[src/rtl/if_fetch_queue.sv]
// ---------------------------------------------------------------------------
// if_fetch_queue
//   Instruction-fetch front end between the PC and ID stages. Owns the fetch
//   PC, drives chip-enable/address into a combinational instruction ROM,
//   captures each returned word together with its PC into a DEPTH-entry
//   FIFO and presents the FIFO head to ID over a valid/ready handshake.
//   A redirect (taken branch/jump) flushes the FIFO and reloads the PC.
//
// Ports
//   clk          in   1   clock, rising-edge
//   rst_n        in   1   asynchronous reset, active-low
//   rom_ce       out  1   ROM chip enable, high only on cycles that push
//   rom_addr     out  32  ROM byte address (current fetch PC)
//   rom_inst     in   32  ROM data for rom_addr, same cycle
//   redirect     in   1   flush queue and load redirect_pc
//   redirect_pc  in   32  new fetch address (bits[1:0] forced to 0)
//   id_valid     out  1   head entry valid for ID
//   id_ready     in   1   ID accepts head this cycle
//   id_inst      out  32  head instruction (0 when queue is empty)
//   id_pc        out  32  head PC (0 when queue is empty)
// ---------------------------------------------------------------------------
module if_fetch_queue #(
    parameter int          DEPTH    = 4,
    parameter logic [31:0] RESET_PC = 32'h0
) (
    input  logic        clk,
    input  logic        rst_n,
    output logic        rom_ce,
    output logic [31:0] rom_addr,
    input  logic [31:0] rom_inst,
    input  logic        redirect,
    input  logic [31:0] redirect_pc,
    output logic        id_valid,
    input  logic        id_ready,
    output logic [31:0] id_inst,
    output logic [31:0] id_pc
);

    localparam int PTR_W = $clog2(DEPTH);
    localparam int CNT_W = PTR_W + 1;

    logic [31:0]      pc_q, pc_d;
    logic             ce_q;
    logic [CNT_W-1:0] count_q, count_d;
    logic [PTR_W-1:0] rd_ptr_q, rd_ptr_d;
    logic [PTR_W-1:0] wr_ptr_q, wr_ptr_d;

    logic [31:0] mem_inst_q [DEPTH];
    logic [31:0] mem_pc_q   [DEPTH];

    logic empty, full, push, pop;

    assign empty = (count_q == '0);
    assign full  = (count_q == CNT_W'(DEPTH));

    // Redirect masks id_valid so ID can never consume an entry that is
    // being flushed in the same cycle.
    assign id_valid = !empty && !redirect;
    assign pop      = id_valid && id_ready;
    // A full queue may still accept a word when the head leaves this cycle.
    assign push     = ce_q && !redirect && (!full || pop);

    assign rom_ce   = push;
    assign rom_addr = pc_q;

    assign id_inst  = empty ? 32'h0 : mem_inst_q[rd_ptr_q];
    assign id_pc    = empty ? 32'h0 : mem_pc_q[rd_ptr_q];

    always_comb begin
        pc_d     = pc_q;
        count_d  = count_q;
        rd_ptr_d = rd_ptr_q;
        wr_ptr_d = wr_ptr_q;
        if (redirect) begin
            pc_d     = {redirect_pc[31:2], 2'b00};
            count_d  = '0;
            rd_ptr_d = '0;
            wr_ptr_d = '0;
        end else begin
            if (push) begin
                pc_d     = pc_q + 32'd4;     // wraps naturally at 2^32
                wr_ptr_d = wr_ptr_q + 1'b1;  // DEPTH is a power of two
            end
            if (pop) begin
                rd_ptr_d = rd_ptr_q + 1'b1;
            end
            case ({push, pop})
                2'b10:   count_d = count_q + 1'b1;
                2'b01:   count_d = count_q - 1'b1;
                default: count_d = count_q;
            endcase
        end
    end

    always_ff @(posedge clk or negedge rst_n) begin
        if (!rst_n) begin
            pc_q     <= RESET_PC;
            ce_q     <= 1'b0;
            count_q  <= '0;
            rd_ptr_q <= '0;
            wr_ptr_q <= '0;
        end else begin
            pc_q     <= pc_d;
            ce_q     <= 1'b1;  // fetching starts one edge after reset release
            count_q  <= count_d;
            rd_ptr_q <= rd_ptr_d;
            wr_ptr_q <= wr_ptr_d;
        end
    end

    // Storage needs no reset: entries are only visible while count_q says so.
    always_ff @(posedge clk) begin
        if (push) begin
            mem_inst_q[wr_ptr_q] <= rom_inst;
            mem_pc_q[wr_ptr_q]   <= pc_q;
        end
    end

endmodule

[config.mk]
export PLATFORM = sky130hd
export DESIGN_NAME = if_fetch_queue
export DESIGN_NICKNAME = d
export VERILOG_FILES = /design/src/rtl/if_fetch_queue.sv
export SDC_FILE = /design/constraint.sdc
export NUM_CORES = 1
export LEC_CHECK = 0
export ABC_AREA = 0
export ABC_CLOCK_PERIOD_IN_PS = 5000
export CORE_MARGIN = 2
export CORE_UTILIZATION = 30
export CTS_CLUSTER_DIAMETER = 60
export CTS_CLUSTER_SIZE = 24
export DETAILED_ROUTE_END_ITERATION = 8
export PLACE_DENSITY = 0.59
export SETUP_SLACK_MARGIN = 0.15
export SLEW_MARGIN = 5
export SYNTH_ARGS = -nofsm -noshare
export SYNTH_HDL_FRONTEND = slang
export SYNTH_SLANG_ARGS = --single-unit
[constraint.sdc]
create_clock -name clk -period 5 [get_ports clk]
set_input_delay 1.25 -clock clk [delete_from_list [all_inputs] [get_ports clk]]
set_output_delay 1.25 -clock clk [all_outputs]
set_load 0.02 [all_outputs]
==> results.py, run 1 <==
metrics = {
    "outcome": {
        "status": "complete, no violations",
    },
    "power": {
        "irDropWorstVdd_uv": 213,
        "p_int_mw": 4.35,
        "power_frac_clock_pct": 37.5,
        "comb_power_share_pct": 15.5,
        "power.leakage_nw": 4.83,
        "pwr-share-seq_pct": 46.9,
        "p_switching_mw": 1.68,
        "p_sw_share_pct": 27.9,
        "powerDensity_nw_per_um2": 402,
    },
    "placed_design": {
        "place_area_sq_um": 14000,
        "port_buffers": 159,
        "hpwlAfterDp_mm": 16.7,
        "dp_cells": 1321,
        "place_congestion": 0.747,
    },
    "route": {
        "drc": 0,
        "drt_iter0_drc": 260,
        "dr.pass1.iters": 4,
        "vias": 6534,
        "routed_wirelength_mm": 27.5,
        "wl_per_cell_um": 20.0,
        "drtAntennaViolNets": 0,
        "vias_per_cell": 4.76,
    },
    "sta": {
        "worstMarginPinSlew_ps": 966,
        "rsz0062_at_grt": "false",
        "maxSlewViolCount": 0,
        "period_share_pct": 89.0,
        "fin_skew_ps": 21.5,
        "min_period_ps": 4450,
        "hold_viol": 0,
        "timing.fmax_ghz": 0.225,
        "slew_headroom_pct": 35.6,
        "setup_tns_ps": 0,
        "final-setup-viol-count": 0,
    },
    "cells_and_area": {
        "area_delta_synth_final_pct": 27.8,
        "final_area_sq_um": 15000,
        "finalNonFillerCells": 1374,
        "final_layout_size_suffix_gt1_share_pct": 16.7,
        "finish.net_count": 907,
    },
    "cts": {
        "cts_buffer_depth": 3,
        "tritoncts": "done",
        "cts-root-buf": "clkbuf_16",
        "cts_resized": 0,
        "hold_buffers": 0,
        "post_cts_buffers": 0,
        "htreeDepth": 1,
        "clkLatencyLatePin_ps": 570,
        "cts_sinks": 286,
        "clk_pin_slew_ps": 80,
        "cts_buffers": 28,
    },
    "worst_setup_path": {
        "critPathKind": "input pin to output port",
        "crit_fanout": 5,
        "cp.required_ps": 3750,
        "reg2reg_depth": 5,
        "critPathCaptureType": "output port",
        "r2r_slack_ps": 2400,
        "cp-start-kind": "input pin",
        "arrival_ps": 3200,
    },
    "synthesis": {
        "synth_edf_count": 248,
        "synth.top_cells.by_count": "edfxtp_1 (248), and2_1 (66), mux4_2 (62), dfrtp_1 (38)",
        "synth-seq-area-share_pct": 71.6,
        "synth_top_area_cell": "edfxtp_1",
        "synth-seq-cells": 286,
        "ys_types": 52,
        "synthCells": 667,
        "ys_warn_count": 0,
        "avgSynthCellArea_sq_um": 17.6,
        "yosysTopAreaCellShare_pct": 63.5,
        "synthMostInstantiatedCell": "edfxtp_1",
        "synthArstFlopShare_pct": 13.3,
        "synth_area_sq_um": 11700,
        "synth_area_leaders": "edfxtp_1 (63%), mux4_2 (12%), dfrtp_1 (8.1%)",
        "synthFlopType": "edfxtp_1",
    },
    "worst_hold_path": {
        "hp-class": "register to register",
        "holdPathStages": 2,
    },
    "floorplan": {
        "ios": 166,
        "fp.dieW_um": 202,
        "die_area_sq_um": 40700,
        "rows": 72,
        "start_util_pct": 30.4,
        "core_area_sq_um": 38600,
        "die_h_um": 202,
    },
    "global_routing": {
        "grt_pass1_wl_mm": 42.0,
        "grt_antenna_before_repair": 0,
        "grt_pass1_vias": 6758,
        "grtUsageTotal_pct": 13.6,
        "overflow": 0,
        "grt_max_degree": 44,
    },
    "run": {
        "cap_violations": 0,
    },
}
## worst paths after layout
path / end / start
worst min-delay path: wr_ptr_q[1] / wr_ptr_q[1]
worst max-delay path: rom_ce / id_ready
min in group asynchronous: rom_addr[13] / rst_n
worst max register to register: mem_pc_q[1][3] / count_q[1]
max in group asynchronous: rd_ptr_q[0] / rst_n
worst min register to register: wr_ptr_q[1] / wr_ptr_q[1]
## metrics by stage
| stage | utilization, % | power [mW] | hold slack, ps | worst slack, ps |
|---|---|---|---|---|
| CTS | 38.8 | 6.14 | 611 | 540 |
| global placement | 36.2 | 3.83 | 576 | 534 |
| detailed placement | 36.2 | 3.84 | 594 | 547 |
| floorplan | - | 3.37 | 542 | 901 |
| finish | 38.8 | 6.03 | 604 | 549 |
| global route | 38.8 | 6.29 | 651 | 451 |
## per-layer routing
metal	share of wire (%)	GRT usage (%)
met5	0	0
met4	1.6	3.23
met3	5.9	3.03
met2	46	21.7
met1	46	19.1
## flip-flops by register name, indices dropped and copies added (netlist names)
| register | cells |
|---|---|
| count_q | 3 |
| mem_pc_q | 120 |
| rom_addr | 30 |
| mem_inst_q | 128 |
| rd_ptr_q | 2 |
| wr_ptr_q | 2 |
| ce_q | 1 |
## critical path, stage by stage
cell and delay (ps):
clkdlybuf4s50_1 550, nor4b_4 70, nand2b_1 280, nor2_1 360
clkdlybuf4s50_1 690
## logic make-up (layout without fill, tap and decap cells)
| group | Yosys count | in the layout | synth area share (%) |
|---|---|---|---|
| AO/OA/AOI/OAI | 60 | 60 | 3.37 |
| XOR/XNOR | 12 | 12 | 0.896 |
| adder cells (fa/ha/maj) | 6 | 6 | 0.704 |
| buffers and inverters | 50 | 235 | 1.90 |
| flip-flops | 286 | 286 | 71.6 |
| multiplexers | 64 | 64 | 12.1 |
| other | 2 | 6 | 0.0640 |
| AND/OR/NAND/NOR | 187 | 187 | 9.42 |
## cells in the final DEF (no fill, tap or decap), types with 5 or more instances in the layout
cell	count
or4_1	16
or3_1	5
o31ai_1	10
and2_1	62
clkbuf_16	29
dfrtp_1	36
a31oi_1	18
nand4_1	7
clkdlybuf4s50_1	158
nor2_1	26
edfxtp_1	248
nand2b_1	6
xnor2_1	8
nand2_1	24
inv_12	5
o21ai_0	14
ha_1	5
nor3_1	6
conb_1	5
mux4_2	62
buf_4	12
nand3_1	12
inv_1	7
## power groups by stage
stage          Clock [mW]  Combinational [mW]  Sequential [mW]
2_1_floorplan           0               0.522             2.85
3_3_place_gp            0               0.953             2.88
3_5_place_dp            0               0.957             2.89
4_1_cts              2.34               0.960             2.83
5_1_grt              2.43                1.01             2.85
6_report             2.26               0.936             2.83
## cell type report
class	instances	area (sq um)
Fill cell	3578	23700
Sequential cell	286	8410
Multi-Input combinational cell	334	3130
Timing Repair Buffer	175	1760
Clock buffer	30	729
Tap cell	518	648
Clock inverter	22	287
Inverter	8	30.0
Antenna cell	1	2.50
No activity file was read; power rests on OpenSTA's default activity.
==> inputs of run 2 (changes only) <==
- ABC_CLOCK_PERIOD_IN_PS: 5000 -> not set
- HOLD_SLACK_MARGIN: not set -> 0.02
- SLEW_MARGIN: 5 -> 20
==> results of run 2 <==
Final layout, timing and power as in run 1 (identical DEF).
==> inputs of run 3 (changes only) <==
- CORE_MARGIN: 2 -> 10
==> run 3 against run 2 <==
  * Via count decreased by 0.34%
  * Non-clock buffer count decreased by 3
  * Clock skew decreased by 6.4 ps
  * Setup slack improved by 85 ps
==> results.py, run 3 (synthesis gave the netlist of run 1 again) <==
metrics = {
    "outcome": {
        "status": "complete, no violations",
    },
    "floorplan": {
        "core_area_sq_um": 38600,
        "ios": 166,
        "die_area_sq_um": 47400,
        "start_util_pct": 30.4,
        "fp.dieW_um": 218,
        "die_h_um": 218,
        "rows": 72,
    },
    "cells_and_area": {
        "final_cell_mix": "edfxtp_1 (248), clkdlybuf4s50_1 (158), mux4_2 (62), and2_1 (62), dfrtp_1 (36)",
        "largest_reg_flops": 128,
        "final_area_sq_um": 14900,
        "final_layout_size_suffix_gt1_share_pct": 16.3,
        "top_register": "mem_inst_q",
        "layout.cells.most_common": "edfxtp_1",
        "area_delta_synth_final_pct": 27.2,
        "finish.net_count": 903,
    },
    "global_routing": {
        "grt_max_degree": 41,
        "overflow": 0,
        "grt_pass1_wl_mm": 43.6,
        "grt_antenna_before_repair": 0,
        "grtUsageTotal_pct": 11.9,
        "grt_pass1_vias": 6913,
    },
    "worst_setup_path": {
        "cp_common_cell": "clkdlybuf4s50_1",
        "cp-startpoint": "id_ready",
        "critPathCaptureType": "output port",
        "critPathKind": "input pin to output port",
        "cp-start-kind": "input pin",
        "crit_buf_inv": 2,
        "cp_top_family": "buffers and inverters",
        "critPathSlowestCell": "clkdlybuf4s50_1",
        "cp.required_ps": 3750,
        "worstReg2RegStart": "ce_q",
        "cpPeakStageDelay_ps": 680,
        "crit_chain": "clkdlybuf4s50_1 > nor4b_4 > nand2b_1 > nor2_1 > clkdlybuf4s50_1",
        "arrival_ps": 3120,
        "crit_fanout": 5,
    },
    "sta": {
        "worstMarginPinSlew_ps": 979,
        "fin_skew_ps": 15.1,
        "maxSlewViolCount": 0,
        "slew_headroom_pct": 34.7,
        "min_period_ps": 4370,
        "timing.fmax_ghz": 0.229,
        "setup_tns_ps": 0,
        "whs_ps": 602,
        "hold_viol": 0,
        "rsz0062_at_grt": "false",
        "final-setup-viol-count": 0,
        "period_share_pct": 87.3,
    },
    "route": {
        "routed_wirelength_mm": 28.6,
        "vias_per_cell": 4.76,
        "drt_iter0_drc": 395,
        "dr.pass1.iters": 4,
        "vias": 6512,
        "drtAntennaViolNets": 0,
        "wl_per_cell_um": 20.9,
        "drc": 0,
    },
    "worst_hold_path": {
        "hp-start": "wr_ptr_q[1]",
        "hp-class": "register to register",
    },
    "placed_design": {
        "place_area_sq_um": 14000,
        "hpwlAfterDp_mm": 17.9,
        "port_buffers": 159,
        "place_congestion": 0.730,
    },
    "cts": {
        "cts_sinks": 286,
        "hold_buffers": 0,
        "cts_resized": 0,
        "tritoncts": "done",
        "cts-root-buf": "clkbuf_16",
        "clk_pin_slew_ps": 60,
        "cts_buffers": 27,
        "cts_buffer_depth": 3,
        "clkLatencyLatePin_ps": 540,
        "post_cts_buffers": 0,
        "htreeDepth": 1,
    },
    "power": {
        "powerDensity_nw_per_um2": 398,
        "p_total_mw": 5.94,
        "irDropWorstVdd_uv": 213,
        "power.leakage_nw": 4.79,
    },
    "run": {
        "cap_violations": 0,
    },
}
[run 3: metrics by stage]
step	setup slack, ps	cells	util, %
floorplan	901	670	-
global placement	606	1318	36.1
detailed placement	610	1318	36.1
CTS	604	1367	38.6
global route	485	1367	38.6
finish	634	1368	38.6
[run 3: area by class of cell]
type / count / area, sq um
clock inverters: 22 / 274
diodes: 1 / 2.50
multi-input cells: 334 / 3140
inverters: 8 / 30.0
fillers: 3578 / 23700
repair buffers: 172 / 1750
flip-flops and latches: 286 / 8410
clock buffers: 27 / 676
well taps: 518 / 648
[run 3: path summary, 6_finish.rpt]
| path | to | cells after the start | slack, ps |
|---|---|---|---|
| worst max-delay path | rom_ce | 5 | 630 |
| worst min-delay path | wr_ptr_q[1] | 2 | 600 |
| worst max register to register | rom_addr[19] | 4 | 2450 |
| worst min register to register | wr_ptr_q[1] | 2 | 600 |
| max in group asynchronous | rd_ptr_q[0] | 1 | 3420 |
| min in group asynchronous | ce_q | 1 | 870 |
[run 3: power breakdown]
part	leakage, nW	switching [mW]	total, mW	internal (mW)
Combinational	1.63	0.494	0.968	0.474
Clock	0.458	0.978	2.17	1.19
Sequential	2.70	0.0979	2.81	2.71
Total	4.79	1.57	5.94	4.37
[run 3: layer usage]
| layer | vias up | share of wire, % | GRT usage [%] | wire [um] |
|---|---|---|---|---|
| met4 | 0 | 1.5 | 2.36 | 428 |
| met2 | 179 | 47 | 19.2 | 13300 |
| met5 | - | 0 | 0 | 0 |
| met3 | 34 | 7.4 | 3.23 | 2110 |
| li1 | 2963 | - | - | - |
| met1 | 3336 | 45 | 15.9 | 12800 |
[run 3: worst min-delay path: cells and delay by family (launching register included)]
kind | cells | cell delay, ps
multiplexers | 1 | 90
AND/OR/NAND/NOR | 1 | 80
flip-flops | 1 | 400
